File: config.mk
export PLATFORM = sky130hd
export DESIGN_NAME = score_display_ctrl
export DESIGN_NICKNAME = d
export VERILOG_FILES = /design/src/rtl/score_display_ctrl.sv
export SDC_FILE = /design/constraint.sdc
export NUM_CORES = 1
export LEC_CHECK = 0
export CORE_MARGIN = 3
export CORE_UTILIZATION = 50
export CTS_CLUSTER_DIAMETER = 50
export CTS_CLUSTER_SIZE = 20
export DETAILED_ROUTE_END_ITERATION = 8
export PLACE_DENSITY = 0.71
export SLEW_MARGIN = 40
export SYNTH_ARGS = -nofsm -noshare
export SYNTH_HDL_FRONTEND = slang
export SYNTH_SLANG_ARGS = --single-unit
File: constraint.sdc
create_clock -name clk -period 4.4 [get_ports clk]
set_input_delay 0.66 -clock clk [delete_from_list [all_inputs] [get_ports clk]]
set_output_delay 0.66 -clock clk [all_outputs]
set_load 0.01 [all_outputs]
File: src/rtl/score_display_ctrl.sv
// score_display_ctrl: turns a binary score into BCD digit codes for the 7-segment decoders.
// It converts serially by shift-add-3 (double-dabble), one bit per clock. It also builds a
// per-digit blank mask (leading-zero suppression, OR-ed with an optional blink phase).
//
// Ports:
//   clk       system clock, rising edge
//   reset     asynchronous active-high reset
//   load      start a conversion of value; while busy the request is held as pending
//   value     binary score, saturated to 10^DIGITS-1
//   blink_en  force all digits off during the blink "off" phase
//   busy      conversion in progress
//   done      one-cycle pulse when bcd/ovf/blank take a new result
//   ovf       the most recent committed value was saturated
//   bcd       digit i is bcd[4i+3:4i]; digit 0 is least significant
//   blank     1 = top level must switch digit i off
module score_display_ctrl #(
  parameter int unsigned WIDTH     = 10,
  parameter int unsigned DIGITS    = 4,
  parameter int unsigned BLINK_DIV = 25000000
) (
  input  logic                clk,
  input  logic                reset,
  input  logic                load,
  input  logic [WIDTH-1:0]    value,
  input  logic                blink_en,
  output logic                busy,
  output logic                done,
  output logic                ovf,
  output logic [4*DIGITS-1:0] bcd,
  output logic [DIGITS-1:0]   blank
);

  localparam int unsigned BcdW   = 4 * DIGITS;
  localparam int unsigned CntW   = (WIDTH > 1) ? $clog2(WIDTH) : 1;
  localparam int unsigned BlinkW = (BLINK_DIV > 1) ? $clog2(BLINK_DIV) : 1;

  localparam logic [CntW-1:0]   LastBit   = CntW'(WIDTH - 1);
  localparam logic [BlinkW-1:0] BlinkLast = BlinkW'(BLINK_DIV - 1);

  localparam logic [1:0] StIdle   = 2'd0;
  localparam logic [1:0] StShift  = 2'd1;
  localparam logic [1:0] StCommit = 2'd2;

  function automatic longint unsigned pow10(input int unsigned n);
    longint unsigned r;
    r = 1;
    for (int unsigned i = 0; i < n; i++) begin
      r = r * 10;
    end
    return r;
  endfunction

  localparam longint unsigned MaxVal = pow10(DIGITS) - 1;
  // If MaxVal does not fit in WIDTH bits, saturation can never trigger, so truncation is harmless.
  localparam logic [WIDTH-1:0] MaxCap = WIDTH'(MaxVal);

  // Reset / leading-zero mask for an all-zero value: every digit off except digit 0.
  localparam logic [DIGITS-1:0] ZeroMask = ~DIGITS'(1);

  logic [1:0]          state_q, state_d;
  logic [WIDTH-1:0]    bin_q, bin_d;
  logic [BcdW-1:0]     work_q, work_d;
  logic [CntW-1:0]     bit_cnt_q, bit_cnt_d;
  logic                sat_q, sat_d;
  logic                pend_q, pend_d;
  logic [WIDTH-1:0]    pend_val_q, pend_val_d;
  logic [BcdW-1:0]     bcd_q, bcd_d;
  logic                ovf_q, ovf_d;
  logic                done_q, done_d;
  logic [DIGITS-1:0]   lz_q, lz_d;
  logic [DIGITS-1:0]   blank_q, blank_d;
  logic [BlinkW-1:0]   blink_cnt_q, blink_cnt_d;
  logic                phase_q, phase_d;

  logic [BcdW-1:0]     work_adj;
  logic [DIGITS-1:0]   lz_new;
  logic                zero_above;
  logic                start;
  logic [WIDTH-1:0]    cap_src;
  logic [WIDTH-1:0]    cap_val;
  logic                cap_sat;

  // Add-3 correction applied to every nibble before each shift.
  always_comb begin
    work_adj = work_q;
    for (int i = 0; i < int'(DIGITS); i++) begin
      if (work_q[4*i +: 4] >= 4'd5) begin
        work_adj[4*i +: 4] = work_q[4*i +: 4] + 4'd3;
      end
    end
  end

  // Leading-zero mask of the finished result; digit 0 always stays lit.
  always_comb begin
    lz_new     = '0;
    zero_above = 1'b1;
    for (int i = int'(DIGITS) - 1; i >= 1; i--) begin
      zero_above = zero_above & (work_q[4*i +: 4] == 4'd0);
      lz_new[i]  = zero_above;
    end
  end

  always_comb begin
    state_d    = state_q;
    bin_d      = bin_q;
    work_d     = work_q;
    bit_cnt_d  = bit_cnt_q;
    sat_d      = sat_q;
    pend_d     = pend_q;
    pend_val_d = pend_val_q;
    bcd_d      = bcd_q;
    ovf_d      = ovf_q;
    lz_d       = lz_q;
    done_d     = 1'b0;
    start      = 1'b0;
    cap_src    = value;

    unique case (state_q)
      StIdle: begin
        start = load;
      end
      StShift: begin
        {work_d, bin_d} = {work_adj, bin_q} << 1;
        if (load) begin
          pend_d     = 1'b1;
          pend_val_d = value;
        end
        if (bit_cnt_q == LastBit) begin
          state_d = StCommit;
        end else begin
          bit_cnt_d = bit_cnt_q + 1'b1;
        end
      end
      StCommit: begin
        bcd_d  = work_q;
        ovf_d  = sat_q;
        lz_d   = lz_new;
        done_d = 1'b1;
        pend_d = 1'b0;
        // A load arriving in this very cycle is the newest request, so it beats the pending one.
        if (pend_q || load) begin
          start   = 1'b1;
          cap_src = load ? value : pend_val_q;
        end else begin
          state_d = StIdle;
        end
      end
      default: begin
        state_d = StIdle;
      end
    endcase

    cap_sat = 64'(cap_src) > MaxVal;
    cap_val = cap_sat ? MaxCap : cap_src;

    if (start) begin
      state_d   = StShift;
      bin_d     = cap_val;
      work_d    = '0;
      bit_cnt_d = '0;
      sat_d     = cap_sat;
    end
  end

  // Free-running blink divider; it runs whether or not blinking is enabled.
  always_comb begin
    if (blink_cnt_q == BlinkLast) begin
      blink_cnt_d = '0;
      phase_d     = ~phase_q;
    end else begin
      blink_cnt_d = blink_cnt_q + 1'b1;
      phase_d     = phase_q;
    end
  end

  always_comb begin
    blank_d = lz_d | {DIGITS{blink_en & phase_q}};
  end

  always_ff @(posedge clk or posedge reset) begin
    if (reset) begin
      state_q     <= StIdle;
      bin_q       <= '0;
      work_q      <= '0;
      bit_cnt_q   <= '0;
      sat_q       <= 1'b0;
      pend_q      <= 1'b0;
      pend_val_q  <= '0;
      bcd_q       <= '0;
      ovf_q       <= 1'b0;
      done_q      <= 1'b0;
      lz_q        <= ZeroMask;
      blank_q     <= ZeroMask;
      blink_cnt_q <= '0;
      phase_q     <= 1'b0;
    end else begin
      state_q     <= state_d;
      bin_q       <= bin_d;
      work_q      <= work_d;
      bit_cnt_q   <= bit_cnt_d;
      sat_q       <= sat_d;
      pend_q      <= pend_d;
      pend_val_q  <= pend_val_d;
      bcd_q       <= bcd_d;
      ovf_q       <= ovf_d;
      done_q      <= done_d;
      lz_q        <= lz_d;
      blank_q     <= blank_d;
      blink_cnt_q <= blink_cnt_d;
      phase_q     <= phase_d;
    end
  end

  assign busy  = (state_q != StIdle);
  assign done  = done_q;
  assign ovf   = ovf_q;
  assign bcd   = bcd_q;
  assign blank = blank_q;

endmodule

==> run metrics <==
effective utilization at floorplan=0.5200; worst slew margin relative to its limit=0.5347; sequential cell area fraction in the yosys report=0.5495; Area growth, synth to finish=16.46%; count of hold buffers inserted by post-cts repair=0; Reg-to-Reg End=blink_cnt_q[24]$_DFF_PP0_; chip height=between 90 and 100 um; final setup margin=2141 ps; post-route setup TNS=0 ps; worst stage delay on the critical path=between 400 and 500 ps; class of the tightest hold or removal check=reg -> reg; via count of the first global-routing pass=2822; ratio of cells with drive above 1 in the final layout=0.1375; Rows=33; largest net degree at the start of global routing=between 50 and 60; buffers inserted during post-CTS setup optimization=0; dominant register cell in the synthesized netlist=dfrtp_1; number of antenna violations at the first check in global routing=0; part of the cycle the worst path needs=0.5134; GRT overflow=0; I/O pin count=37; Cell Pwr Density=570.2 nW/um2; worst slack at placement=2182 ps; final-layout worst hold slack=479.0 ps; antenna diode count=0; finished layout cell area=around 5000 um2; CP Cell Sequence=or2_2 > clkdlybuf4s50_1; hold endpoint=phase_q$_DFFE_PP0N_; top library cells by usage in the layout, fill and taps aside=dfrtp_1 (88), clkdlybuf4s50_1 (35), nand2_1 (30), o21ai_0 (27), mux2_2 (23); core area=approximately 8300 um2; leak pwr=2.226 nW; total iterations of the first detailed-routing run=8; TritonCTS clock tree=done; RSZ-0062 raised after global routing=false; number of instances on the worst hold path=1; result of the run=finished clean; Global Route met3 Usage=0.03892; Reg2Reg Setup Slack=about 2200 ps; Reg clk slew, reported paths=100 ps; Data arrival, critical path=1600 ps; Routed WL=slightly below 8 mm; maximum vdd ir drop=between 200 and 250 uV; global routing met2 resource utilization=0.2694; worst clock skew=around 10 ps; count of flip-flops with a built-in enable after synthesis=0; wire per inst=~15 um; last weighted congestion value of the routability-driven placer=slightly below 0.8; instance area after placement=4777 um2; YS warnings=0; max-cap viol count=0; flop and latch count out of synthesis=94; number of nets still failing antenna checks after routing=0; number of vias in the routed layout=~3000; non-filler cells, final=about 530; final layout net count=about 450; Clk Latency, worst-skew pair=around 350 ps; layer carrying the most global-route usage=met2; Max Fanout on Critical Path=10; CTS resizes=0; final-report setup violation count=0; post-synth design cell area=between 4000 and 5000 um2; wire length of the first global-routing pass=~13 mm; synthesized net count=between 400 and 500; launch point of the worst reg-to-reg path=blink_cnt_q[0]$_DFF_PP0_; Placed Cells=between 500 and 600; Clock Tree Buf Depth=2; kind of end point of the critical path=output pin; count of final hold-check violations=0; f_max=between 400 and 500 MHz; Crit-path slowest cell=clkdlybuf4s50_1; number of buffers created by CTS=9; Root Driver=clkbuf_8; Least-Margin Pin Slew=692.6 ps; worst reg2reg path depth=5; syn avg cell area=around 11 um2; die extent in x=98.67 um; Worst Path Required=about 3700 ps; minimum period implied by the final worst setup slack=roughly 2300 ps; fraction of met1 tracks used by global routing=0.2353; number of port buffers=35; Worst Hold Launch=phase_q$_DFFE_PP0N_; Die ar.=between 9000 and 10000 um2; fraction of registers with async set or reset after synthesis=1.000; total routing resource utilization after global routing=0.1717; number of H-tree levels=3; final count of pins violating max slew=0; TritonCTS sink count=94; most common cell after layout, fill and taps aside=dfrtp_1; number of violations reported at the end of detailed-routing iteration 0=between 100 and 150; HPWL reported at the end of detailed placement=about 5.3 mm; Unique masters post-synth=42; number of vias per cell after detailed routing=between 5 and 6; Mapped Cells=a little under 400; Crit Path Category=reg -> out; startpoint type of the worst setup path=flip-flop; number of remaining DRC errors=0
## registers in the layout, summed over array words and instances (netlist names)
name         count
pend_q           1
bit_cnt_q        4
done             1
blink_cnt_q     25
bcd             16
bin_q           10
blank            4
lz_q             4
pend_val_q      10
work_q          16
state_q          2
phase_q          1
## metal layers
layer	wire length, um	up-vias
li1	-	1455
met1	3705	1439
met2	3675	68
met3	362	11
met4	105	0
met5	0	-
## cell usage after synthesis, types with 11 or more instances
master	number	area, um2
dfrtp_1	88	2202
nand2_1	30	112.6
o21ai_0	27	135.1
mux2_2	23	259.0
inv_1	21	78.83
nor2_1	16	60.06
a21oi_1	13	65.06
ha_1	13	162.7
nand3_1	12	60.06
xnor2_1	12	105.1
clkbuf_1	11	41.29
o22ai_1	11	68.82
## cell families (layout without fill, tap and decap cells)
| family | Yosys count | after routing | share of synthesized area |
|---|---|---|---|
| AND/OR/NAND/NOR | 116 | 116 | 0.1469 |
| XOR/XNOR | 22 | 22 | 0.04487 |
| multiplexers | 29 | 29 | 0.07430 |
| AO/OA/AOI/OAI | 75 | 75 | 0.1122 |
| other | 1 | 1 | 0.0008733 |
| buffers and inverters | 37 | 79 | 0.03351 |
| adder cells (fa/ha/maj) | 13 | 13 | 0.03788 |
| flip-flops | 94 | 94 | 0.5495 |
## metrics by stage
| step | total power [W] | util |
|---|---|---|
| 2_1_floorplan | 0.001916 | - |
| 3_3_place_gp | 0.002209 | 0.5785 |
| 3_5_place_dp | 0.002250 | 0.5785 |
| 4_1_cts | 0.002883 | 0.6055 |
| 5_1_grt | 0.003064 | 0.6056 |
| 6_report | 0.002852 | 0.6056 |
## power breakdown
group | internal (W) | switching, W
Clock | 0.000334 | 0.000296
Combinational | 0.000485 | 0.000475
Sequential | 0.00110 | 0.000162
Total | 0.00192 | 0.000933
## worst max-delay path: cells and delay by family (launching register included)
family / cells / cell delay (ps)
and+or+nand+nor: 1 / 300
DFF: 1 / 470
buffers and inverters: 1 / 480
## worst max path at each step
stage | to | startpoint | cells after the start
after floorplan | bcd[0]$_DFFE_PP0N_ | reset | 1
after global placement | blink_cnt_q[24]$_DFF_PP0_ | blink_cnt_q[0]$_DFF_PP0_ | 5
after detailed placement | work_q[6]$_DFFE_PP0P_ | load | 4
after CTS | busy | state_q[0]$_DFFE_PP0P_ | 2
after global routing | busy | state_q[0]$_DFFE_PP0P_ | 2
final | busy | state_q[0]$_DFFE_PP0P_ | 2
## layout make-up
| class | count | area, um2 |
|---|---|---|
| clock inverter | 6 | 85.08 |
| tap | 105 | 131.4 |
| sequential | 94 | 2360 |
| inverter | 21 | 81.33 |
| multi-input combinational | 256 | 1790 |
| clock buffer | 10 | 137.6 |
| fill | 696 | 3257 |
| timing repair buffer | 42 | 415.4 |
No activity file was read; power rests on OpenSTA's default activity.
==> RTL change, RTL diff (same flow settings) <==
Reset style: synchronous (`reset`), changed in one clocked block. Comments in the files are not updated.
--- a/src/rtl/score_display_ctrl.sv
+++ b/src/rtl/score_display_ctrl.sv
@@ -178,5 +178,5 @@
   end
 
-  always_ff @(posedge clk or posedge reset) begin
+  always_ff @(posedge clk) begin
     if (reset) begin
       state_q     <= StIdle;
Formal check against the unedited RTL: differs if reset is asserted again (counterexample within 4 cycles, from zero or initial values and one cycle with reset high); with reset held inactive, the same outputs for 10 cycles.
==> RTL change against the unedited design <==
First-iteration DRC count down 6.0%; critical path type unchanged; count of clock-buffer cells in the layout down 1; hold slack worse by 19 ps; sequential cell count unchanged; utilization up 0.73 points; synthesized cell count up 27%; worst setup slack better by 94 ps; area after synthesis down 6.8%; wire length down 0.45%; critical path depth unchanged; final area down 8.3%.
Power is not compared: it rests on default switching activity, and its combinational part moved more than twofold at a synthesized area within 25%.
==> RTL change: results (changes against the unedited design) <==
metric,value,unit,change
dpl-instance-area,0.004398,sq mm,was 0.004777 sq mm
signal_buffer_area_fraction,8.290,%,was 8.306%
grt_use_met2,29.33,%,was 26.94%
relSlewSlack,54.03,%,was 53.47%
wl_per_cell,12.66,microns,was 14.70 microns
antenna_found_initial,0,,unchanged
status,"finished, final reports clean",,unchanged
gr-usage-met1,22.81,%,was 23.53%
synth_xor_area_share,7.223,%,was 4.487%
cp_data_arrival_time,1500,ps,was 1600 ps
gp_congestion,0.7948,,was 0.7740
met3_usage,3.788,%,was 3.892%
synthArstFlopShare,0,%,was 100.0%
synth_nets,518,,was 414
clk_share,4.145,%,was 4.453%
seq_area,0.001882,sq mm,was 0.002360 sq mm
fillers,683,,was 696
finClkSkew,12.72,ps,was 10.16 ps
layout-drive-gt1-share,5.598,%,was 13.75%
multi_input_cells,353,,was 256
synth_compound_area_share,11.35,%,was 11.22%
n_all_buffers,39,,was 42
grt_pass1_wl,13070,microns,was 13430 microns
vias_per_cell,5.263,,was 5.567
netlist_top_cells_count,"dfxtp_1 (94), nand2_1 (81), nor2_1 (61)",,"was dfrtp_1 (88), nand2_1 (30), o21ai_0 (27)"
ys_types,37,,was 42
first_pass_iters,4,,was 8
synthAdderAreaFrac,4.065,%,was 3.788%
grt_pass1_vias,2967,,was 2822
critPathMaxFanout,7,,was 10
num-nonclk-inverters,16,,was 21
multi_input_area,0.001952,sq mm,was 0.001790 sq mm
synthMuxAreaShare,0.2502,%,was 7.430%
drt_iter0_drc,110,,was 117
grt_max_degree,37,,was 51
sw_frac_of_total,26.22,%,
ys_seq_area_share,47.03,%,was 54.95%
fin_nets,540,,was 451
hpwl,5298,microns,was 5300 microns
grt_usage,17.94,%,was 17.17%
tapCellCount,99,,was 105
yosys-top-cells-area,"dfxtp_1 (47%), nand2_1 (7.6%), a21oi_1 (7.1%)",,"was dfrtp_1 (51%), mux2_2 (6.0%), ha_1 (3.8%)"
## RTL change: power by group through the flow
stage                     Combinational (W)  Clock, W  Sequential, W
final                              0.000101  0.000547       0.000879
after global routing               0.000113  0.000597       0.000882
after CTS                          0.000101  0.000568       0.000879
after detailed placement           0.000101         0       0.000899
after global placement            0.0000990         0       0.000898
after floorplan                   0.0000741         0       0.000896
## RTL change: metrics by stage
| stage | std cells | power [W] | worst slack [ps] |
|---|---|---|---|
| 6_report | 617 | 0.001527 | 2236 |
| 5_1_grt | 617 | 0.001593 | 2165 |
| 4_1_cts | 617 | 0.001549 | 2083 |
| 3_5_place_dp | 601 | 0.0009998 | 1987 |
| 3_3_place_gp | 601 | 0.0009969 | 2067 |
| 2_1_floorplan | 491 | 0.0009701 | 2591 |
## RTL change: path summary, 6_finish.rpt
kind / slack [ps] / endpoint / cells after the start / startpoint
setup reg to reg: 2370 / blink_cnt_q[11] / 5 / blink_cnt_q[8]
setup / recovery: 2240 / busy / 2 / state_q[0]
hold / removal: 460 / bcd[6] / 2 / bcd[6]
hold reg to reg: 460 / bcd[6] / 2 / bcd[6]
## RTL change: routing by layer
| layer | share of wire [%] | up-vias |
|---|---|---|
| li1 | - | 1686 |
| met1 | 49 | 1495 |
| met2 | 46 | 52 |
| met3 | 3.2 | 14 |
| met4 | 1.7 | 0 |
| met5 | 0 | - |
## RTL change: worst register-to-register path, stage by stage (launching register included)
cell and delay, ps:
dfxtp_1 360, or4b_1 530, nor4_1 200, and4_1 270, or2_2 410, nor2_1 130
